`src/rtl/ifu_pkg.sv`:
```
// Shared IFU definitions: widths, reset PC, FSM encoding and the `Vec width macro.
// Compile this file first; the `Vec macro is used by every other IFU file.
`ifndef IFU_PKG_SV
`define IFU_PKG_SV

`define Vec(w) logic [(w)-1:0]

package ifu_pkg;

    localparam int PcWidth   = 64;
    localparam int InstWidth = 32;

    localparam logic [PcWidth-1:0] ResetPcDefault = 64'h0000_0000_8000_0000;

    typedef enum logic [1:0] {
        ST_REQ  = 2'd0,
        ST_WAIT = 2'd1,
        ST_DROP = 2'd2,
        ST_HOLD = 2'd3
    } state_e;

endpackage

`endif

```
`src/rtl/ifu_pc_reg.sv`:
```
// Program-counter register for the IFU.
// Synchronous active-high reset to RESET_VAL, plus a write enable.
module pc_reg
    import ifu_pkg::*;
#(
    parameter logic [PcWidth-1:0] RESET_VAL = ResetPcDefault
) (
    input  logic              clk,
    input  logic              rst,
    input  logic              we,
    input  `Vec(PcWidth)      d,
    output `Vec(PcWidth)      q
);

    `Vec(PcWidth) pc_q;

    // NOTE: sequential state uses non-blocking (<=) so every flop samples pre-edge values.
    always_ff @(posedge clk) begin
        if (rst) begin
            pc_q <= RESET_VAL;
        end else if (we) begin
            pc_q <= d;
        end
    end

    assign q = pc_q;

endmodule

```
`src/rtl/ifu.sv`:
```
// Instruction fetch unit: one outstanding request, response capture, redirect handling.
// Optional IFU_MISALIGN_CHECK_EN: align redirect targets and pulse misalign_err.
module ifu
    import ifu_pkg::*;
#(
    parameter logic [PcWidth-1:0] RESET_PC = ResetPcDefault
) (
    input  logic                 clk,
    input  logic                 rst,
    output logic                 imem_req_valid,
    input  logic                 imem_req_ready,
    output logic [PcWidth-1:0]   imem_req_addr,
    input  logic                 imem_rsp_valid,
    input  logic [InstWidth-1:0] imem_rsp_data,
    output logic                 out_valid,
    input  logic                 out_ready,
    output logic [InstWidth-1:0] out_inst,
    output logic [PcWidth-1:0]   out_pc,
    input  logic                 redirect_valid,
    input  logic [PcWidth-1:0]   redirect_pc,
    output logic                 misalign_err
);

    state_e           state_q, state_d;
    `Vec(PcWidth)     pc_q, pc_d, redirect_tgt;
    logic             pc_we;
    `Vec(InstWidth)   out_inst_q, out_inst_d;
    `Vec(PcWidth)     out_pc_q, out_pc_d;

`ifdef IFU_MISALIGN_CHECK_EN
    logic misalign_q, misalign_d;

    assign redirect_tgt = {redirect_pc[PcWidth-1:2], 2'b00};

    always_comb begin
        misalign_d = redirect_valid && (redirect_pc[1:0] != 2'b00);
    end

    always_ff @(posedge clk) begin
        if (rst) misalign_q <= 1'b0;
        else     misalign_q <= misalign_d;
    end

    assign misalign_err = misalign_q;
`else
    assign redirect_tgt = redirect_pc;
    assign misalign_err = 1'b0;
`endif

    pc_reg #(.RESET_VAL(RESET_PC)) u_pc_reg (
        .clk (clk),
        .rst (rst),
        .we  (pc_we),
        .d   (pc_d),
        .q   (pc_q)
    );

    always_ff @(posedge clk) begin
        if (rst) begin
            state_q    <= ST_REQ;
            out_inst_q <= '0;
            out_pc_q   <= '0;
        end else begin
            state_q    <= state_d;
            out_inst_q <= out_inst_d;
            out_pc_q   <= out_pc_d;
        end
    end

    // NOTE: each combinational block assigns defaults first so no path infers a latch.
    always_comb begin
        state_d = state_q;
        unique case (state_q)
            ST_REQ:  if (imem_req_ready) state_d = redirect_valid ? ST_DROP : ST_WAIT;
            ST_WAIT: begin
                if (redirect_valid)      state_d = imem_rsp_valid ? ST_REQ : ST_DROP;
                else if (imem_rsp_valid) state_d = ST_HOLD;
            end
            ST_DROP: if (imem_rsp_valid) state_d = ST_REQ;
            ST_HOLD: if (redirect_valid || out_ready) state_d = ST_REQ;
            default: state_d = ST_REQ;
        endcase
    end

    // Redirect wins over the sequential pc+4 advance in every state.
    always_comb begin
        pc_we      = 1'b0;
        pc_d       = pc_q;
        out_inst_d = out_inst_q;
        out_pc_d   = out_pc_q;
        if (redirect_valid) begin
            pc_we = 1'b1;
            pc_d  = redirect_tgt;
        end else if (state_q == ST_HOLD && out_ready) begin
            pc_we = 1'b1;
            pc_d  = pc_q + 64'd4;
        end
        if (state_q == ST_WAIT && imem_rsp_valid && !redirect_valid) begin
            out_inst_d = imem_rsp_data;
            out_pc_d   = pc_q;
        end
    end

    always_comb begin
        imem_req_valid = 1'b0;
        out_valid      = 1'b0;
        case (state_q)
            ST_REQ:  imem_req_valid = 1'b1;
            ST_HOLD: out_valid      = 1'b1;
            default: ;
        endcase
    end

    assign imem_req_addr = pc_q;
    assign out_inst      = out_inst_q;
    assign out_pc        = out_pc_q;

endmodule

```
`config.mk`:
```
export PLATFORM = sky130hd
export DESIGN_NAME = ifu
export DESIGN_NICKNAME = d
export VERILOG_FILES = /design/src/rtl/ifu_pkg.sv /design/src/rtl/ifu_pc_reg.sv /design/src/rtl/ifu.sv
export SDC_FILE = /design/constraint.sdc
export NUM_CORES = 1
export LEC_CHECK = 0
export CAP_MARGIN = 5
export CORE_MARGIN = 8
export CORE_UTILIZATION = 45
export CTS_CLUSTER_DIAMETER = 120
export DETAILED_ROUTE_END_ITERATION = 8
export GPL_ROUTABILITY_DRIVEN = 1
export PLACE_DENSITY = 0.82
export SETUP_SLACK_MARGIN = 0.3
export SYNTH_ARGS = -nofsm -noshare
export SYNTH_HDL_FRONTEND = slang
export SYNTH_SLANG_ARGS = --single-unit
export TNS_END_PERCENT = 1
```
`constraint.sdc`:
```
create_clock -name clk -period 3.1 [get_ports clk]
set_input_delay 0.93 -clock clk [delete_from_list [all_inputs] [get_ports clk]]
set_output_delay 0.93 -clock clk [all_outputs]
set_load 0.1 [all_outputs]
```
==> qor.txt, run 1 <==
Area share of the largest cell type after synthesis -> 45.1%
Total power draw -> 5.38 mW
Area leader, netlist -> dfxtp_1
PortBufs -> 263
CP peak stage delay -> 0.49 ns
Sink Count -> 162
Met3 WL post-DR -> 1980 µm
CTS Hold Buffers Added -> 0
Row cnt -> 46
Crit Path Category -> in2reg
Setup slack, reg-to-reg -> 0.53 ns
Top routing layer used -> met5
# IOs -> 265
Die height -> 142 µm
Area grow syn2layout -> 44.1%
R2r endpoint -> u_pc_reg.q[43]
Final setup viols -> 0
R2R Path Start -> u_pc_reg.q[11]
Seq/Total Area, Yosys -> 45.1%
Synth Area in XOR/XNOR -> 2.56%
Dpl hpwl -> 17600 µm
Yosys warns -> 0
Placed Area -> 9720 µm²
Placed cell count -> 1357
DR iter-0 viols -> 592
ANT nets after route -> 0
#FFs+latches synth -> 162
Initial Utilization -> 45.6%
Worst setup EP type -> flop
Top FF cell, synth -> dfxtp_1
Hold Startpoint -> out_pc[37]
Psw -> 1.71 mW
Overflow after GRT -> 0
CTS tree -> yes
P_int -> 3.67 mW
Status -> finished, final reports clean
GPL Wtd Cong -> 0.854
Power Density -> 520 nW/µm²
Pre-antenna DRT Iters -> 5
Reg2Reg Depth -> 6
Hold Path Sink -> out_pc[37]
CP Data Arrival Time -> 3.13 ns
Clk Latency, worst-skew pair -> 0.43 ns
Crit start category -> input port
Slowest CP cell -> or4_4
Post-Syn Area -> 7190 µm²
Crit-path max FO -> 5
Post-Syn Area per Cell -> 7.82 µm²
Root Driver -> clkbuf_16
Crit path cell chain -> clkdlybuf4s50_1, and4_1, nand4_1, buf_4, or3_4, or4_4, a311oi_2
Final wirelength -> 24500 µm
Antenna violations before repair -> 1
Setup TNS -> 0 ns
Reg power frac -> 42.3%
Synth unique cells -> 48
Clock Power Share -> 39.1%
Tcrit/Tclk final -> 90.2%
First-pass GRT wire length -> 38000 µm
Simple-gate share of the synthesized area -> 30.0%
Most frequent cells in the layout -> 219 x nand2_1, 185 x buf_4, 138 x dfxtp_1, 106 x a21oi_1, 99 x clkdlybuf4s50_1
Synth Area in Compound Gates -> 17.2%
Min Tclk post-route -> 2.80 ns
Core area -> 15800 µm²
Async SR Flop Fraction -> 0%
Synth area leaders -> dfxtp_1 45%, nand2_1 11%, a21oi_1 7.4%
Fin. max-slew vios -> 0
Pin count of the biggest net entering global routing -> 97
Hold Crit Depth -> 2
Clock skew -> 0.00714 ns
ANT cells -> 0
EDFF count, synth -> 0
Met1 Wirelength -> 10000 µm
Vias in the first global route -> 7282
TritonCTS buffer count -> 17
Post-synthesis mux area share -> 0.696%
Worst hold path class -> reg2reg
Post-route design area -> 10400 µm²
Routed via count -> 7677
Nets -> 1264
Max Cap Viol -> 0
Syn Nets -> 1023
Worst VDD drop -> 0.387 mV
Commonest non-fill, non-tap cell in the layout -> nand2_1
Layout cell share with drive strength beyond 1 -> 22.5%
Max clock buf depth -> 2
Met2 routed WL -> 12000 µm
Synth Area in Adders -> 0.174%
CTS clk-pin slew, worst paths -> 0.06 ns
RSZ-0062 raised after global routing -> true
Syn Inst Count -> 920
H-Tree Depth -> 4
Leakage power -> 3.87 nW
Switch share -> 31.8%
Rel. slew slack -> 65.2%
Fmax achieved -> 358 MHz
Comb pwr share -> 18.6%
Slew @ Worst Pin -> 0.522 ns
Crit path launch -> out_ready
Worst path required time -> 3.44 ns
DR vias/cell -> 5.52
Avg WL per Cell -> 17.6 µm
Total track usage -> 23.3%
DRC viols -> 0
Post-Layout Cell Count -> 1390
Die area -> 20300 µm²
Final Hold Fails -> 0
Die Width -> 142 µm
Main combinational cell family by area after synthesis -> simple AND/OR/NAND/NOR gates
==> layer usage <==
layer	up-vias	track usage (%)
met1	3631	27.6
met3	36	7.61
met2	260	38.9
met4	2	8.22
met5	-	0
li1	3748	-
==> how the worst max path moves through the flow <==
| stage | depth (start not counted) | end |
|---|---|---|
| 4_1_cts | 6 | u_pc_reg.q[50] |
| 2_1_floorplan | 6 | u_pc_reg.q[43] |
| 5_1_grt | 7 | u_pc_reg.q[48] |
| 3_3_place_gp | 7 | u_pc_reg.q[48] |
| 3_5_place_dp | 7 | u_pc_reg.q[48] |
| 6_report | 7 | u_pc_reg.q[48] |
==> state kept, by name, indices dropped and copies added, names as in the netlist <==
register,flops
state_q,2
out_pc,64
u_pc_reg.q,64
out_inst,32
==> synthesized netlist by cell type (2+ instances only) <==
master	number
nor4_1	6
nand4_1	24
clkbuf_1	62
inv_1	10
o31a_1	2
or4b_1	2
nand2b_1	3
or2_2	3
buf_1	2
a211oi_1	14
a21oi_1	106
mux2i_1	5
nor2_1	68
o21ai_0	21
or3_1	23
and4_1	13
xnor2_1	10
nand3_1	25
a31oi_1	4
nand3b_1	4
o31ai_1	11
o21bai_1	2
and3_1	14
or4_1	15
buf_2	4
xor2_1	11
nor3_1	12
nor4bb_1	4
nor2b_1	5
nor4b_1	2
a2111oi_0	3
a311oi_1	34
nand2_1	219
and2_1	2
dfxtp_1	162
==> kinds of logic (layout without fill, tap and decap cells) <==
group                      Yosys count  in the layout
muxes                                5              5
AOI/OAI and AO/OA                  201            201
other                                1              1
buffers and inverters               79            332
and+or+nand+nor                    450            451
DFF                                162            162
adders and majority gates            1              1
xor gates and xnor gates            21             21
==> area by class of cell <==
| cell class | instances | area, µm² |
|---|---|---|
| Tap cell | 216 | 270 |
| Inverter | 10 | 37.5 |
| Clock inverter | 13 | 135 |
| Fill cell | 1394 | 5410 |
| Timing Repair Buffer | 290 | 2480 |
| Multi-Input combinational cell | 680 | 3710 |
| Clock buffer | 19 | 453 |
| Sequential cell | 162 | 3270 |
==> power groups by stage <==
stage | clock network (mW) | logic [mW] | registers (mW)
3_5_place_dp | 0 | 1.00 | 2.32
5_1_grt | 2.23 | 1.05 | 2.29
2_1_floorplan | 0 | 0.217 | 2.77
6_report | 2.11 | 1.00 | 2.28
4_1_cts | 2.14 | 1.00 | 2.27
3_3_place_gp | 0 | 0.994 | 2.32
==> per-stage QoR <==
stage	utilization (%)	hold slack (ns)	worst slack (ns)
final	65.7	0.453	0.305
after CTS	65.4	0.456	0.284
after global routing	65.7	0.471	0.215
after floorplan	-	0.608	0.278
after detailed placement	61.7	0.447	-0.201
after global placement	61.7	0.442	-0.165
==> worst max-delay path, delay by kind of cell <==
family / cells / cell delay, ns
and+or+nand+nor: 4 / 1.29
buffers and inverters: 2 / 0.68
AOI/OAI and AO/OA: 1 / 0.24
==> repair_timing <==
item / in CTS / in global routing
resized for setup: 1 / 7
setup buffers: 0 / 0
pin swaps: 0 / 4
endpoints found under the setup margin: 4 / 14
gates cloned: 0 / 1
(Power assumes the default switching activity.)
==> inputs of run 2 (changes only) <==
--- a/config.mk
+++ b/config.mk
@@ -5,9 +5,10 @@
 export SDC_FILE = /design/constraint.sdc
 export NUM_CORES = 1
 export LEC_CHECK = 0
+export ABC_AREA = 1
 export CAP_MARGIN = 5
 export CORE_MARGIN = 8
-export CORE_UTILIZATION = 45
+export CORE_UTILIZATION = 47
 export CTS_CLUSTER_DIAMETER = 120
 export DETAILED_ROUTE_END_ITERATION = 8
 export GPL_ROUTABILITY_DRIVEN = 1
==> qor.txt, run 2 <==
CP Data Arrival Time -> 2.74 ns
Comb pwr share -> 23.3%
H-Tree Depth -> 4
Most frequent cells in the layout -> 287 x nor2_1, 281 x nand2_1, 172 x buf_4, 162 x dfxtp_1, 155 x o21ai_0
Placed cell count -> 1745
Final Hold Fails -> 0
Worst path required time -> 3.45 ns
Area leader, netlist -> dfxtp_1
ANT cells -> 0
Dpl hpwl -> 25300 µm
Synth area leaders -> dfxtp_1 39%, nor2_1 13%, nand2_1 13%
DR vias/cell -> 5.34
ANT nets after route -> 0
Placed Area -> 10700 µm²
Total power draw -> 5.70 mW
Reg2Reg Depth -> 10
Min Tclk post-route -> 2.38 ns
Status -> finished, final reports clean
Leakage power -> 4.80 nW
Syn Nets -> 1412
Setup TNS -> 0 ns
RSZ-0062 raised after global routing -> false
Overflow after GRT -> 0
TritonCTS buffer count -> 17
Max clock buf depth -> 2
CTS tree -> yes
DRC viols -> 0
Max Cap Viol -> 0
Synth unique cells -> 36
PortBufs -> 263
Routed via count -> 9483
Root Driver -> clkbuf_16
Clock Power Share -> 36.5%
Crit Path Category -> in2reg
Core area -> 17400 µm²
Reg power frac -> 40.3%
Rel. slew slack -> 41.4%
#FFs+latches synth -> 162
Area share of the largest cell type after synthesis -> 38.9%
Die area -> 22300 µm²
Post-Syn Area -> 8340 µm²
Final setup viols -> 0
Die Width -> 149 µm
Clk Latency, worst-skew pair -> 0.43 ns
Worst VDD drop -> 0.393 mV
Area grow syn2layout -> 35.5%
Total track usage -> 29.3%
Seq/Total Area, Yosys -> 38.9%
CTS Hold Buffers Added -> 0
Fin. max-slew vios -> 0
Power Density -> 505 nW/µm²
Async SR Flop Fraction -> 0%
Final wirelength -> 32900 µm
Antenna violations before repair -> 0
Post-route design area -> 11300 µm²
Clock skew -> 0.00865 ns
Avg WL per Cell -> 18.5 µm
EDFF count, synth -> 0
Commonest non-fill, non-tap cell in the layout -> nor2_1
Switch share -> 35.8%
Syn Inst Count -> 1309
Slew @ Worst Pin -> 0.878 ns
Hold Crit Depth -> 2
Nets -> 1642
Top-count cell post-synth -> nor2_1
CTS clk-pin slew, worst paths -> 0.06 ns
Pre-antenna DRT Iters -> 6
Initial Utilization -> 48.1%
First-pass GRT wire length -> 51500 µm
Fmax achieved -> 420 MHz
Fill cell total of the finished layout -> 1607
Top FF cell, synth -> dfxtp_1
Worst hold path class -> reg2reg
Crit start category -> input port
Top post-synthesis cells by count -> 287 x nor2_1, 281 x nand2_1, 162 x dfxtp_1, 155 x o21ai_0, 114 x a21oi_1
Crit-path max FO -> 43
End-of-flow core utilization -> 65.1%
# IOs -> 265
Tcrit/Tclk final -> 76.8%
Sink Count -> 162
Post-Syn Area per Cell -> 6.37 µm²
Psw -> 2.04 mW
Setup Fix Bufs, Post-CTS -> 0
Layout cell share with drive strength beyond 1 -> 17.3%
Vias in the first global route -> 9132
Post-Layout Cell Count -> 1777
Row cnt -> 48
Post-cts sizing count -> 0
Die height -> 149 µm
P_int -> 3.66 mW
GPL Wtd Cong -> 0.964
Worst setup EP type -> flop
Pin count of the biggest net entering global routing -> 84
DR iter-0 viols -> 883
Yosys warns -> 0
-- run 2: kinds of logic (layout without fill, tap and decap cells) --
family / Yosys count / after routing / synth area share (%)
XOR/XNOR: 1 / 1 / 0.105
buffers and inverters: 153 / 396 / 7.21
adder cells (fa/ha/maj): 1 / 1 / 0.150
AO/OA/AOI/OAI: 300 / 300 / 18.8
AND/OR/NAND/NOR: 691 / 691 / 34.8
other: 1 / 1 / 0.0450
flip-flops: 162 / 162 / 38.9
-- run 2: path summary, 6_finish.rpt --
kind                        from  slack [ns]             end
setup / recovery  redirect_valid        0.72      state_q[0]
hold / removal    u_pc_reg.q[63]        0.50      out_pc[63]
setup reg to reg   u_pc_reg.q[2]        0.87  u_pc_reg.q[52]
hold reg to reg   u_pc_reg.q[63]        0.50      out_pc[63]
-- run 2: final cells by class --
cell class,instances,area (µm²),area share [%]
Inverter,87,327,2.89
Clock buffer,19,443,3.92
Sequential cell,162,3240,28.7
Tap cell,225,282,2.49
Timing Repair Buffer,277,2380,21.1
Clock inverter,13,123,1.09
Multi-Input combinational cell,994,4500,39.8
-- run 2: power groups by stage --
stage	Clock, mW	Sequential, mW	Combinational [mW]
after global placement	0	2.34	1.31
final	2.08	2.30	1.33
after global routing	2.18	2.31	1.39
after floorplan	0	2.94	0.314
after CTS	2.09	2.29	1.33
after detailed placement	0	2.34	1.32
-- run 2: routing by layer --
| metal | vias up | GRT usage (%) | wire length (µm) | share of wire [%] |
|---|---|---|---|---|
| li1 | 4694 | - | - | - |
| met1 | 4334 | 37.1 | 13900 | 42 |
| met2 | 413 | 47.2 | 15200 | 46 |
| met3 | 42 | 9.01 | 3140 | 9.5 |
| met4 | 0 | 8.48 | 616 | 1.9 |
| met5 | - | 0 | 0 | 0 |
-- run 2: stage by stage --
stage / setup slack [ns] / hold WS [ns]
5_1_grt: 0.667 / 0.544
2_1_floorplan: 0.655 / 0.547
3_5_place_dp: 0.426 / 0.494
4_1_cts: 0.751 / 0.504
3_3_place_gp: 0.467 / 0.486
6_report: 0.719 / 0.504
-- run 2: worst max-delay path, stage by stage --
cell,delay [ns]
clkdlybuf4s50_1,0.50
buf_4,0.41
or2_2,0.19
nor2_1,0.03
a21oi_1,0.23
o21a_1,0.21
nand3_1,0.08
a21oi_1,0.13
